`config.mk`:
```
export PLATFORM = sky130hd
export DESIGN_NAME = lane_grant_sequencer
export DESIGN_NICKNAME = d
export VERILOG_FILES = /design/src/rtl/lane_grant_sequencer.sv
export SDC_FILE = /design/constraint.sdc
export NUM_CORES = 1
export LEC_CHECK = 0
export BUFFER_PORTS_ARGS = -buffer_cell sky130_fd_sc_hd__buf_2
export CELL_PAD_IN_SITES_DETAIL_PLACEMENT = 0
export CELL_PAD_IN_SITES_GLOBAL_PLACEMENT = 1
export CORE_ASPECT_RATIO = 1.25
export CORE_MARGIN = 3
export CORE_UTILIZATION = 36
export DETAILED_ROUTE_END_ITERATION = 10
export HOLD_SLACK_MARGIN = 0.08
export PLACE_DENSITY_LB_ADDON = 0.3
export SETUP_SLACK_MARGIN = 0.15
export SYNTH_ARGS = -nofsm -noshare
export SYNTH_HDL_FRONTEND = slang
export SYNTH_SLANG_ARGS = --single-unit
export TNS_END_PERCENT = 30
```
`constraint.sdc`:
```
create_clock -name clk -period 1.8 [get_ports clk]
set_clock_uncertainty 0.15 [all_clocks]
set_input_delay 0.36 -clock clk [delete_from_list [all_inputs] [get_ports clk]]
set_output_delay 0.36 -clock clk [all_outputs]
set_load 0.03 [all_outputs]
```
`src/rtl/lane_grant_sequencer.sv`:
```
// ============================================================================
// Module   : lane_grant_sequencer
// Brief    : Registered green/yellow/all-red sequencer for the busiest lane.
// Revision : 1.0 - initial release
// ============================================================================
`default_nettype none

module lane_grant_sequencer #(
    parameter int NUM_LANES     = 4,
    parameter int SEL_W         = 2,
    parameter int GREEN_CYCLES  = 8,
    parameter int YELLOW_CYCLES = 3,
    parameter int ALLRED_CYCLES = 2,
    parameter int MAX_EXTEND    = 2
) (
    input  logic                 clk,
    input  logic                 reset,
    input  logic                 largest_valid,
    input  logic [SEL_W-1:0]     largest,
    output logic [NUM_LANES-1:0] green,
    output logic [NUM_LANES-1:0] yellow,
    output logic                 all_red,
    output logic [SEL_W-1:0]     active_lane,
    output logic                 switch_pulse
);

    localparam int C_MAX_LEN_GY = (GREEN_CYCLES > YELLOW_CYCLES) ? GREEN_CYCLES : YELLOW_CYCLES;
    localparam int C_MAX_LEN    = (C_MAX_LEN_GY > ALLRED_CYCLES) ? C_MAX_LEN_GY : ALLRED_CYCLES;
    localparam int TW           = (C_MAX_LEN > 1) ? $clog2(C_MAX_LEN) : 1;
    localparam int EW           = (MAX_EXTEND > 0) ? $clog2(MAX_EXTEND + 1) : 1;

    localparam logic [TW-1:0] C_GREEN_LOAD  = TW'(GREEN_CYCLES - 1);
    localparam logic [TW-1:0] C_YELLOW_LOAD = TW'(YELLOW_CYCLES - 1);
    localparam logic [TW-1:0] C_ALLRED_LOAD = TW'(ALLRED_CYCLES - 1);

    localparam logic [1:0] S_ALL_RED = 2'd0;
    localparam logic [1:0] S_GREEN   = 2'd1;
    localparam logic [1:0] S_YELLOW  = 2'd2;

    logic [1:0]           state_q, state_d;
    logic [TW-1:0]        timer_q, timer_d;
    logic [EW-1:0]        ext_cnt_q, ext_cnt_d;
    logic [SEL_W-1:0]     lane_q, lane_d;
    logic [NUM_LANES-1:0] green_q, green_d;
    logic [NUM_LANES-1:0] yellow_q, yellow_d;
    logic                 all_red_q, all_red_d;
    logic                 pulse_q, pulse_d;

    logic w_timer_done;
    logic w_sel_in_range;
    logic w_ext_allowed;
    logic [NUM_LANES-1:0] w_onehot;

    assign w_timer_done   = (timer_q == '0);
    assign w_sel_in_range = (32'(largest) < NUM_LANES);
    assign w_ext_allowed  = (32'(ext_cnt_q) < MAX_EXTEND);

    always_ff @(posedge clk) begin
        if (reset) begin
            state_q   <= S_ALL_RED;
            timer_q   <= C_ALLRED_LOAD;
            ext_cnt_q <= '0;
            lane_q    <= '0;
            green_q   <= '0;
            yellow_q  <= '0;
            all_red_q <= 1'b1;
            pulse_q   <= 1'b0;
        end else begin
            state_q   <= state_d;
            timer_q   <= timer_d;
            ext_cnt_q <= ext_cnt_d;
            lane_q    <= lane_d;
            green_q   <= green_d;
            yellow_q  <= yellow_d;
            all_red_q <= all_red_d;
            pulse_q   <= pulse_d;
        end
    end

    always_comb begin
        state_d   = state_q;
        timer_d   = timer_q;
        ext_cnt_d = ext_cnt_q;
        lane_d    = lane_q;
        case (state_q)
            S_ALL_RED: begin
                // With no acceptable request the timer parks at zero and re-samples.
                if (w_timer_done) begin
                    if (largest_valid && w_sel_in_range) begin
                        state_d   = S_GREEN;
                        timer_d   = C_GREEN_LOAD;
                        ext_cnt_d = '0;
                        lane_d    = largest;
                    end
                end else begin
                    timer_d = timer_q - TW'(1);
                end
            end
            S_GREEN: begin
                if (w_timer_done) begin
                    if (largest_valid && (largest == lane_q) && w_ext_allowed) begin
                        timer_d   = C_GREEN_LOAD;
                        ext_cnt_d = ext_cnt_q + EW'(1);
                    end else begin
                        state_d = S_YELLOW;
                        timer_d = C_YELLOW_LOAD;
                    end
                end else begin
                    timer_d = timer_q - TW'(1);
                end
            end
            S_YELLOW: begin
                if (w_timer_done) begin
                    state_d = S_ALL_RED;
                    timer_d = C_ALLRED_LOAD;
                end else begin
                    timer_d = timer_q - TW'(1);
                end
            end
            default: begin
                state_d = S_ALL_RED;
                timer_d = C_ALLRED_LOAD;
            end
        endcase
    end

    // Outputs are decoded from the next state so they register in step with it.
    assign w_onehot = {{(NUM_LANES-1){1'b0}}, 1'b1} << lane_d;

    always_comb begin
        green_d   = '0;
        yellow_d  = '0;
        all_red_d = 1'b0;
        pulse_d   = (state_q == S_ALL_RED) && (state_d == S_GREEN);
        case (state_d)
            S_GREEN:  green_d   = w_onehot;
            S_YELLOW: yellow_d  = w_onehot;
            default:  all_red_d = 1'b1;
        endcase
    end

    assign green        = green_q;
    assign yellow       = yellow_q;
    assign all_red      = all_red_q;
    assign active_lane  = lane_q;
    assign switch_pulse = pulse_q;

endmodule

`default_nettype wire

```
==> results of run 1 <==
-- worst max path at each step --
| stage | startpoint | endpoint | slack [ns] |
|---|---|---|---|
| 2_1_floorplan | timer_q[0]$_SDFFE_PP1P_ | all_red$_SDFF_PP1_ | -0.03 |
| 6_report | timer_q[2]$_SDFFE_PP0P_ | all_red$_SDFF_PP1_ | -0.03 |
| 3_5_place_dp | largest_valid | all_red$_SDFF_PP1_ | -0.07 |
| 4_1_cts | timer_q[2]$_SDFFE_PP0P_ | all_red$_SDFF_PP1_ | -0.02 |
| 3_3_place_gp | largest[1] | all_red$_SDFF_PP1_ | -0.06 |
| 5_1_grt | timer_q[0]$_SDFFE_PP1P_ | all_red$_SDFF_PP1_ | -0.09 |
-- critical path, cell delays in order, from the launching register on --
cell and delay (ns):
dfxtp_2 0.35, or3_4 0.39, a31oi_4 0.20, a2bb2oi_1 0.18, ha_1 0.24, or2_4 0.22
-- per-stage QoR --
step,power [W],cells,util (%),area [um2]
2_1_floorplan,0.000709,104,-,980
3_3_place_gp,0.000837,163,52.3,1200
3_5_place_dp,0.000843,163,52.3,1200
4_1_cts,0.00109,170,55.2,1270
5_1_grt,0.00124,175,60.6,1400
6_report,0.00118,175,60.6,1400
-- metal layers --
layer | routed length [um] | GRT usage (%)
met1 | 1100 | 18.4
met3 | 107 | 2.86
met5 | 0 | 0
met2 | 1340 | 29.0
met4 | 61 | 8.20
-- power by group through the flow --
stage | Combinational [W] | Clock [W] | Sequential [W]
3_3_place_gp | 0.000349 | 0 | 0.000488
2_1_floorplan | 0.000195 | 0 | 0.000513
4_1_cts | 0.000383 | 0.000222 | 0.000483
5_1_grt | 0.000500 | 0.000251 | 0.000488
6_report | 0.000466 | 0.000225 | 0.000485
3_5_place_dp | 0.000353 | 0 | 0.000490
-- cells by family (layout without fill, tap and decap cells) --
family,count (synthesis),after routing
xor gates and xnor gates,2,2
adders and majority gates,2,2
DFF,19,19
AOI/OAI and AO/OA,36,36
buffers and inverters,10,50
and+or+nand+nor,35,35
-- synth_stat cells, types with 2 or more instances --
| cell | instances | share of area [%] |
|---|---|---|
| inv_1 | 3 | 1.2 |
| nor2_1 | 6 | 2.4 |
| nor3_1 | 3 | 1.6 |
| dfxtp_1 | 19 | 41 |
| or4_4 | 2 | 2.4 |
| ha_1 | 2 | 2.7 |
| nand4b_1 | 2 | 1.9 |
| o21ai_0 | 7 | 3.8 |
| nand2b_1 | 4 | 2.7 |
| nand2_1 | 2 | 0.81 |
| a21oi_1 | 13 | 7.1 |
| xnor2_1 | 2 | 1.9 |
| nor2b_1 | 5 | 3.4 |
| nand4_1 | 2 | 1.4 |
| clkbuf_1 | 4 | 1.6 |
| nand3_1 | 4 | 2.2 |
-- what timing repair did --
| item | 4_1_cts | 5_1_grt |
|---|---|---|
| buffers inserted | 3 | 5 |
| pin swaps | 4 | 12 |
| resized for setup | 7 | 17 |
| gates cloned | 0 | 0 |
| endpoints found under the hold margin | 0 | 0 |
| setup endpoints to repair | 12 | 14 |
-- cell type report --
type	count	area [um2]	area share (%)
clock buffer	4	26.3	1.88
inverter	3	11.3	0.806
multi-input combinational	75	633	45.3
sequential	19	393	28.1
tap	31	38.8	2.78
timing repair buffer	43	294	21.1
-- state kept, by name (all words and copies together), names as in the netlist --
name	cells
active_lane	2
all_red	1
ext_cnt_q	2
green	4
state_q	2
switch_pulse	1
timer_q	3
yellow	4
==> run_results.csv, run 1 <==
group,metric,value,unit
status,status,"complete, but fails checks",
status,violations,"setup timing",
sta,fin_setup_tns,-0.0292,ns
global_route,grt_pass1_wl,4.07,mm
hold_path,holdCritPathClass,"in -> reg",
clock_tree,htreeDepth,1,
clock_tree,path_clk_slew,0.11,ns
yosys,synth_flop_cell,"dfxtp_1",
yosys,synth_compound_area_share,25.6,%
die,core,2310,um2
worst_setup_path,setup.worst_path.class,"reg -> reg",
sta,tightest_slew,0.412,ns
yosys,synthSimpleGateAreaFrac,23.3,%
worst_setup_path,r2r_slack,-0.03,ns
global_route,grt_overflow_total,0,
pwr,power_switching,0.000406,W
placed_design,pre_cts_slack,-0.0674,ns
layout,drive_above_1_share,51.4,%
pwr,p_per_area,842,nW/um2
pwr,power_frac_seq,41.2,%
layout,n_antenna_cell,0,
yosys,synth_nets,111,
route,detail-route-antenna-nets,0,
pwr,swShare,34.6,%
placed_design,dp_hpwl,1.75,mm
sta,setup_ws,-0.0292,ns
clock_tree,clk_latency,0.31,ns
clock_tree,hold_buffers,0,
yosys,ys_seq_area_share,41.2,%
clock_tree,cts_tree,"yes",
sta,max_slew_margin,72.5,%
hold_path,hold_path_depth,2,
hold_path,min-delay-start,"reset",
layout,fill_cells,202,
worst_setup_path,end_kind,"flop",
route,viasPerCell,5.43,
route,first_pass_iters,4,
yosys,synth-adder-area-share,2.71,%
yosys,async_flop_share,0,%
route,finalWirelength,2.60,mm
pwr,intPower,0.000769,W
layout,final_nets,152,
global_route,grt_usage,16.5,%
pwr,p_clk_share,19.1,%
yosys,synthXorXnorAreaFrac,1.90,%
yosys,synth_top_family_by_area,"compound AO/OA/AOI/OAI gates",
clock_tree,ctsRootBufferMaster,"clkbuf_4",
die,die-area,3210,um2
yosys,mappedNetlistArea,922,um2
pwr,power_frac_comb,39.6,%
placed_design,gp_congestion,0.779,
die,fp.dieW,51.3,um
sta,drv_slew,0,
clock_tree,clock-sinks,19,
worst_setup_path,reg2regPathDepth,5,
sta,fin_crit,1.83,ns
sta,rsz0062_at_grt,"yes",
route,vias,950,
global_route,grt_antenna_before_repair,0,
layout,layout_commonest_cell,"buf_4",
clock_tree,cts_buffers,3,
sta,finalCritPeriodShare,102,%
pwr,leakage,0.566,nW
die,io_pins,17,
worst_setup_path,cp_data_required_time,1.86,ns
worst_setup_path,rr_startpoint,"timer_q[2]$_SDFFE_PP0P_",
clock_tree,clock_path_buffers,2,
worst_setup_path,timing.rr.end,"all_red$_SDFF_PP1_",
yosys,syn_inst,104,
yosys,avgSynthCellArea,8.87,um2
worst_setup_path,start_kind,"flop",
layout,area_growth,51.4,%
worst_setup_path,worst-path-max-fanout,3,
die,num_rows,19,
pwr,vdd_drop_max,0.480,mV
placed_design,port_buffers,16,
route,wl_per_cell,14.9,um
route,drc,0,
global_route,grt_max_degree,16,
sta,setup_violations,1,
yosys,synth_seq_cells,19,
flow_run,drv_cap,0,
sta,fmaxAchievable,0.547,GHz
yosys,synth_edf_count,0,
global_route,grt_pass1_vias,936,
route,drt_iter0_markers,21,
hold_path,min_to,"active_lane[0]$_SDFF_PP0_",
yosys,netlist-cell-type-count,40,
sta,hold_viol_final,0,
yosys,synth_mux_area_share,0,%
die,die_h,62.6,um
yosys,yosys_warnings,0,
layout,layout_common_cells,"buf_4 (24), buf_2 (16), dfxtp_1 (15), a21oi_1 (11), nor2_1 (6)",
die,start_util,40.0,%
sta,whs,0.247,ns
worst_setup_path,cp.arrival,1.89,ns
No activity file was read; power rests on OpenSTA's default activity.
==> run 2: changes to the inputs <==
--- a/config.mk
+++ b/config.mk
@@ -11,6 +11,7 @@
 export CORE_ASPECT_RATIO = 1.25
 export CORE_MARGIN = 3
 export CORE_UTILIZATION = 36
+export CTS_BUF_LIST = sky130_fd_sc_hd__clkbuf_16
 export DETAILED_ROUTE_END_ITERATION = 10
 export HOLD_SLACK_MARGIN = 0.08
 export PLACE_DENSITY_LB_ADDON = 0.3
==> run 2 against run 1 <==
Effect of this change: the run still ends with setup timing left; die area unchanged; maximum frequency down 1.7%; global-route usage down 0.18 points; critical endpoint unchanged.
==> run_results.csv, run 2 (same netlist as run 1, synthesis figures left out) <==
group,metric,value,unit
route,wl_per_cell,15.3,um
global_route,grt_overflow_total,0,
die,core,2310,um2
worst_setup_path,end_kind,"flop",
worst_setup_path,start_kind,"flop",
die,die-area,3210,um2
clock_tree,ctsRootBufferMaster,"clkbuf_16",
worst_setup_path,crit_family,"simple AND/OR/NAND/NOR gates",
global_route,grt_pass1_vias,935,
worst_setup_path,worst-path-max-fanout,3,
worst_setup_path,reg2regPathDepth,5,
layout,area_growth,59.0,%
layout,layout_common_cells,"buf_4 (20), buf_2 (16), dfxtp_1 (15), a21oi_1 (8)",
sta,rsz0062_at_grt,"yes",
sta,fin_crit,1.86,ns
route,drt_iter0_markers,21,
global_route,grt_antenna_before_repair,0,
layout,drive_above_1_share,53.1,%
clock_tree,clk_latency,0.25,ns
worst_setup_path,crit_slowest_cell,"or3_4",
route,first_pass_iters,4,
sta,whs,0.329,ns
pwr,p_per_area,969,nW/um2
placed_design,port_buffers,16,
layout,n_antenna_cell,0,
route,finalWirelength,2.66,mm
die,io_pins,17,
route,drc,0,
status,status,"complete, but fails checks",
route,viasPerCell,5.59,
sta,drv_slew,0,
worst_setup_path,max_stage_delay,0.40,ns
layout,final_core_util,63.6,%
sta,setup_ws,-0.0604,ns
hold_path,min_to,"active_lane[0]$_SDFF_PP0_",
hold_path,hold_path_depth,2,
sta,setup_violations,1,
status,violations,"setup timing",
die,die_h,62.6,um
clock_tree,htreeDepth,1,
route,vias,973,
clock_tree,clock-sinks,19,
pwr,total_power,0.00142,W
sta,tightest_slew,0.382,ns
layout,layout_commonest_cell,"buf_4",
worst_setup_path,cp.arrival,1.85,ns
die,fp.dieW,51.3,um
global_route,grt_max_degree,16,
die,start_util,40.0,%
route,detail-route-antenna-nets,0,
clock_tree,path_clk_slew,0.05,ns
hold_path,min-delay-start,"reset",
flow_run,drv_cap,0,
pwr,vdd_drop_max,0.519,mV
worst_setup_path,rr_startpoint,"timer_q[2]$_SDFFE_PP0P_",
sta,finalCritPeriodShare,103,%
worst_setup_path,timing.rr.end,"all_red$_SDFF_PP1_",
worst_setup_path,cp_cell_sequence,"or3_4 > a31oi_4 > a2bb2oi_1 > ha_1 > or2_4",
worst_setup_path,setup.worst_path.class,"reg -> reg",
placed_design,dp_hpwl,1.75,mm
clock_tree,cts_tree,"yes",
placed_design,gp_congestion,0.779,
clock_tree,hold_buffers,0,
pwr,leakage,0.597,nW
worst_setup_path,path_buf_inv,0,
sta,hold_viol_final,0,
clock_tree,cts_buffers,3,
sta,fmaxAchievable,0.538,GHz
worst_setup_path,r2r_slack,-0.06,ns
worst_setup_path,cp_data_required_time,1.79,ns
hold_path,holdCritPathClass,"in -> reg",
placed_design,pre_cts_slack,-0.0674,ns
die,num_rows,19,
clock_tree,clock_path_buffers,2,
layout,final_nets,151,
global_route,grt_usage,16.3,%
sta,max_slew_margin,74.4,%
global_route,grt_pass1_wl,4.01,mm
run 2: cell types whose count changed in the layout (fill, tap and decap cells not counted), moves of 2 or more:
cell       before  now
a21oi_1        11    8
buf_6           3    6
a21oi_2         2    5
buf_4          24   20
o21ai_1         1    3
clkbuf_16       0    3
clkbuf_4        3    0
run 2: how the worst max path moves through the flow:
stage | startpoint | end | slack, ns | depth (start not counted)
finish | timer_q[2]$_SDFFE_PP0P_ | all_red$_SDFF_PP1_ | -0.06 | 5
floorplan | timer_q[0]$_SDFFE_PP1P_ | all_red$_SDFF_PP1_ | -0.03 | 6
global placement | largest[1] | all_red$_SDFF_PP1_ | -0.06 | 6
CTS | timer_q[2]$_SDFFE_PP0P_ | all_red$_SDFF_PP1_ | -0.01 | 5
detailed placement | largest_valid | all_red$_SDFF_PP1_ | -0.07 | 6
global route | timer_q[0]$_SDFFE_PP1P_ | all_red$_SDFF_PP1_ | -0.13 | 5
run 2: report_power, final:
part | total (W) | switching, W | internal [W] | leakage, nW
sequential | 0.000485 | 0.0000330 | 0.000452 | 0.157
combinational | 0.000487 | 0.000246 | 0.000241 | 0.398
clock | 0.000450 | 0.000155 | 0.000295 | 0.0423
total | 0.00142 | 0.000433 | 0.000988 | 0.597
run 2: layer usage:
layer | global-route usage, % | vias to the layer above | share of wire [%]
met5 | 0 | - | 0
met4 | 9.51 | 0 | 3.3
met3 | 2.86 | 8 | 3.9
met2 | 27.6 | 25 | 53
met1 | 18.6 | 474 | 40
li1 | - | 466 | -
run 2: area by class of cell:
class | instances | area [um2]
clock buffers | 3 | 75.1
clock inverters | 1 | 3.75
fillers | 195 | 840
inverters | 3 | 11.3
multi-input cells | 75 | 647
flip-flops and latches | 19 | 393
well taps | 31 | 38.8
repair buffers | 42 | 298
run 2: worst register-to-register path, delay by kind of cell (launching register included):
family,cells,cell delay (ns)
flip-flops,1,0.33
AND/OR/NAND/NOR,2,0.62
adder cells (fa/ha/maj),1,0.26
AO/OA/AOI/OAI,2,0.40
run 2: repair_timing:
action | 4_1_cts | 5_1_grt
pin swaps | 3 | 12
gates resized for setup | 6 | 25
setup buffers | 3 | 4
endpoints found under the setup margin | 11 | 14
run 2: stage by stage:
| stage | std cells | cell area [um2] | TNS (ns) |
|---|---|---|---|
| floorplan | 104 | 980 | -0.0863 |
| global placement | 163 | 1200 | -0.0861 |
| detailed placement | 163 | 1200 | -0.280 |
| CTS | 170 | 1320 | -0.0113 |
| global route | 174 | 1470 | -0.390 |
| finish | 174 | 1470 | -0.0604 |
==> run 3: changes to the inputs <==
--- a/config.mk
+++ b/config.mk
@@ -15,7 +15,8 @@
 export DETAILED_ROUTE_END_ITERATION = 10
 export HOLD_SLACK_MARGIN = 0.08
 export PLACE_DENSITY_LB_ADDON = 0.3
-export SETUP_SLACK_MARGIN = 0.15
+export SETUP_SLACK_MARGIN = 0.02
+export SLEW_MARGIN = 25
 export SYNTH_ARGS = -nofsm -noshare
 export SYNTH_HDL_FRONTEND = slang
 export SYNTH_SLANG_ARGS = --single-unit
==> run 3 against run 2 <==
Effect of this change: via count decreased by 5.4%; first-iteration DRC count decreased by 14%; maximum frequency increased by 4.8%; the flow now finishes without violations; worst setup slack improved by 0.086 ns; die area unchanged; worst hold slack got worse by 0.016 ns; cell area decreased by 4.7%; sequential power about the same; utilization decreased by 3.0 points; sequential share of layout area increased by 1.4 points.
==> run_results.csv, run 3 (same netlist as run 1, synthesis figures left out) <==
group,metric,value,unit
die,die_h,62.6,um
layout,area_growth,51.6,%
worst_setup_path,path_buf_inv,0,
route,first_pass_iters,4,
pwr,vdd_drop_max,0.737,mV
sta,setup_violations,0,
die,fp.dieW,51.3,um
route,drt_iter0_markers,18,
worst_setup_path,cp_cell_sequence,"or3_4 > a31oi_4 > a2bb2oi_2 > ha_1 > or2_4",
sta,fmaxAchievable,0.564,GHz
die,num_rows,19,
sta,drv_slew,0,
layout,drive_above_1_share,46.9,%
worst_setup_path,cp.arrival,1.76,ns
placed_design,dp_hpwl,1.69,mm
pwr,swShare,29.7,%
sta,tightest_slew,0.347,ns
pwr,p_per_area,990,nW/um2
hold_path,holdCritPathClass,"in -> reg",
worst_setup_path,end_kind,"flop",
global_route,grt_antenna_before_repair,0,
clock_tree,clock_path_buffers,2,
worst_setup_path,max_stage_delay,0.39,ns
worst_setup_path,crit_slowest_cell,"or3_4",
route,drc,0,
global_route,grt_pass1_vias,877,
sta,max_slew_margin,76.7,%
pwr,leakage,0.575,nW
flow_run,drv_cap,0,
pwr,intPower,0.000972,W
global_route,grt_pass1_wl,3.84,mm
hold_path,hold_path_depth,2,
layout,layout_commonest_cell,"buf_4",
clock_tree,cts_tree,"yes",
die,io_pins,17,
worst_setup_path,worst-path-max-fanout,3,
layout,n_antenna_cell,0,
hold_path,min-delay-start,"reset",
route,viasPerCell,5.29,
route,wl_per_cell,13.8,um
placed_design,port_buffers,16,
worst_setup_path,crit_family,"simple AND/OR/NAND/NOR gates",
sta,fin_crit,1.77,ns
pwr,power_switching,0.000411,W
clock_tree,htreeDepth,1,
worst_setup_path,cp_data_required_time,1.79,ns
global_route,grt_overflow_total,0,
status,status,"finished, final reports clean",
route,vias,920,
placed_design,gp_congestion,0.828,
clock_tree,ctsRootBufferMaster,"clkbuf_16",
clock_tree,path_clk_slew,0.06,ns
sta,hold_viol_final,0,
pwr,power_frac_comb,32.1,%
hold_path,min_to,"active_lane[0]$_SDFF_PP0_",
worst_setup_path,rr_startpoint,"timer_q[2]$_SDFFE_PP0P_",
sta,rsz0062_at_grt,"yes",
route,finalWirelength,2.41,mm
global_route,grt_usage,15.4,%
worst_setup_path,r2r_slack,0.03,ns
worst_setup_path,timing.rr.end,"all_red$_SDFF_PP1_",
sta,finalCritPeriodShare,98.6,%
pwr,power_frac_seq,34.9,%
die,start_util,40.0,%
die,die-area,3210,um2
layout,fill_cells,227,
worst_setup_path,reg2regPathDepth,5,
clock_tree,clk_latency,0.25,ns
global_route,grt_max_degree,16,
route,detail-route-antenna-nets,0,
worst_setup_path,setup.worst_path.class,"reg -> reg",
layout,layout_common_cells,"buf_4 (24), buf_2 (16), dfxtp_1 (14), a21oi_1 (13)",
sta,fin_setup_tns,0,ns
die,core,2310,um2
worst_setup_path,start_kind,"flop",
layout,final_nets,151,
pwr,p_clk_share,33.0,%
clock_tree,clock-sinks,19,
clock_tree,cts_buffers,3,
layout,final_core_util,60.6,%
run 3: changes by cell type in the layout (fill, tap and decap cells not counted), sizes merged:
cell / delta
clkinv: +1
inv: -1
run 3: stage by stage:
step / power (W) / instances / hold slack [ns] / setup slack, ns / area (um2)
final: 0.00138 / 174 / 0.314 / 0.0255 / 1400
after global placement: 0.000831 / 163 / 0.348 / -0.0943 / 1190
after global routing: 0.00146 / 174 / 0.331 / -0.0422 / 1400
after floorplan: 0.000703 / 104 / 0.318 / -0.0261 / 963
after CTS: 0.00135 / 170 / 0.301 / 0.0241 / 1340
after detailed placement: 0.000837 / 163 / 0.354 / -0.0926 / 1190
run 3: area by class of cell:
type | count | area (um2) | area share (%)
Sequential cell | 19 | 394 | 28.2
Multi-Input combinational cell | 75 | 591 | 42.3
Timing Repair Buffer | 42 | 283 | 20.2
Inverter | 3 | 11.3 | 0.806
Clock buffer | 3 | 75.1 | 5.37
Clock inverter | 1 | 5.00 | 0.358
Tap cell | 31 | 38.8 | 2.78
run 3: worst max-delay path by stage:
stage	startpoint	endpoint	slack [ns]	cells past startpoint
final	timer_q[2]$_SDFFE_PP0P_	all_red$_SDFF_PP1_	0.03	5
after floorplan	timer_q[0]$_SDFFE_PP1P_	all_red$_SDFF_PP1_	-0.03	6
after detailed placement	largest_valid	all_red$_SDFF_PP1_	-0.09	7
after CTS	state_q[1]$_SDFF_PP0_	green[0]$_SDFF_PP0_	0.02	4
after global placement	largest_valid	all_red$_SDFF_PP1_	-0.09	7
after global routing	active_lane[0]$_SDFF_PP0_	green[3]$_SDFF_PP0_	-0.04	7
run 3: power groups by stage:
stage / registers, W / logic, W / clock network [W]
floorplan: 0.000512 / 0.000191 / 0
global placement: 0.000486 / 0.000345 / 0
detailed placement: 0.000486 / 0.000350 / 0
CTS: 0.000480 / 0.000398 / 0.000468
global route: 0.000486 / 0.000483 / 0.000490
finish: 0.000482 / 0.000444 / 0.000457
run 3: worst register-to-register path: cells and delay by family (launching register included):
kind                       cells  cell delay [ns]
adders and majority gates      1             0.24
and+or+nand+nor                2             0.61
AOI/OAI and AO/OA              2             0.35
DFF                            1             0.33
run 3: routing by layer:
layer / vias to the layer above / global-route usage, % / part of all wire [%]
li1: 465 / - / -
met1: 435 / 16.3 / 41
met2: 16 / 29.2 / 53
met3: 4 / 3.10 / 4.3
met4: 0 / 4.92 / 1.1
met5: - / 0 / 0
run 3: timing repair:
action / 4_1_cts / 5_1_grt
hold buffers: 0 / 0
pin swaps: 3 / 3
setup buffers: 3 / 4
resized for setup: 8 / 7
endpoints found under the setup margin: 6 / 8
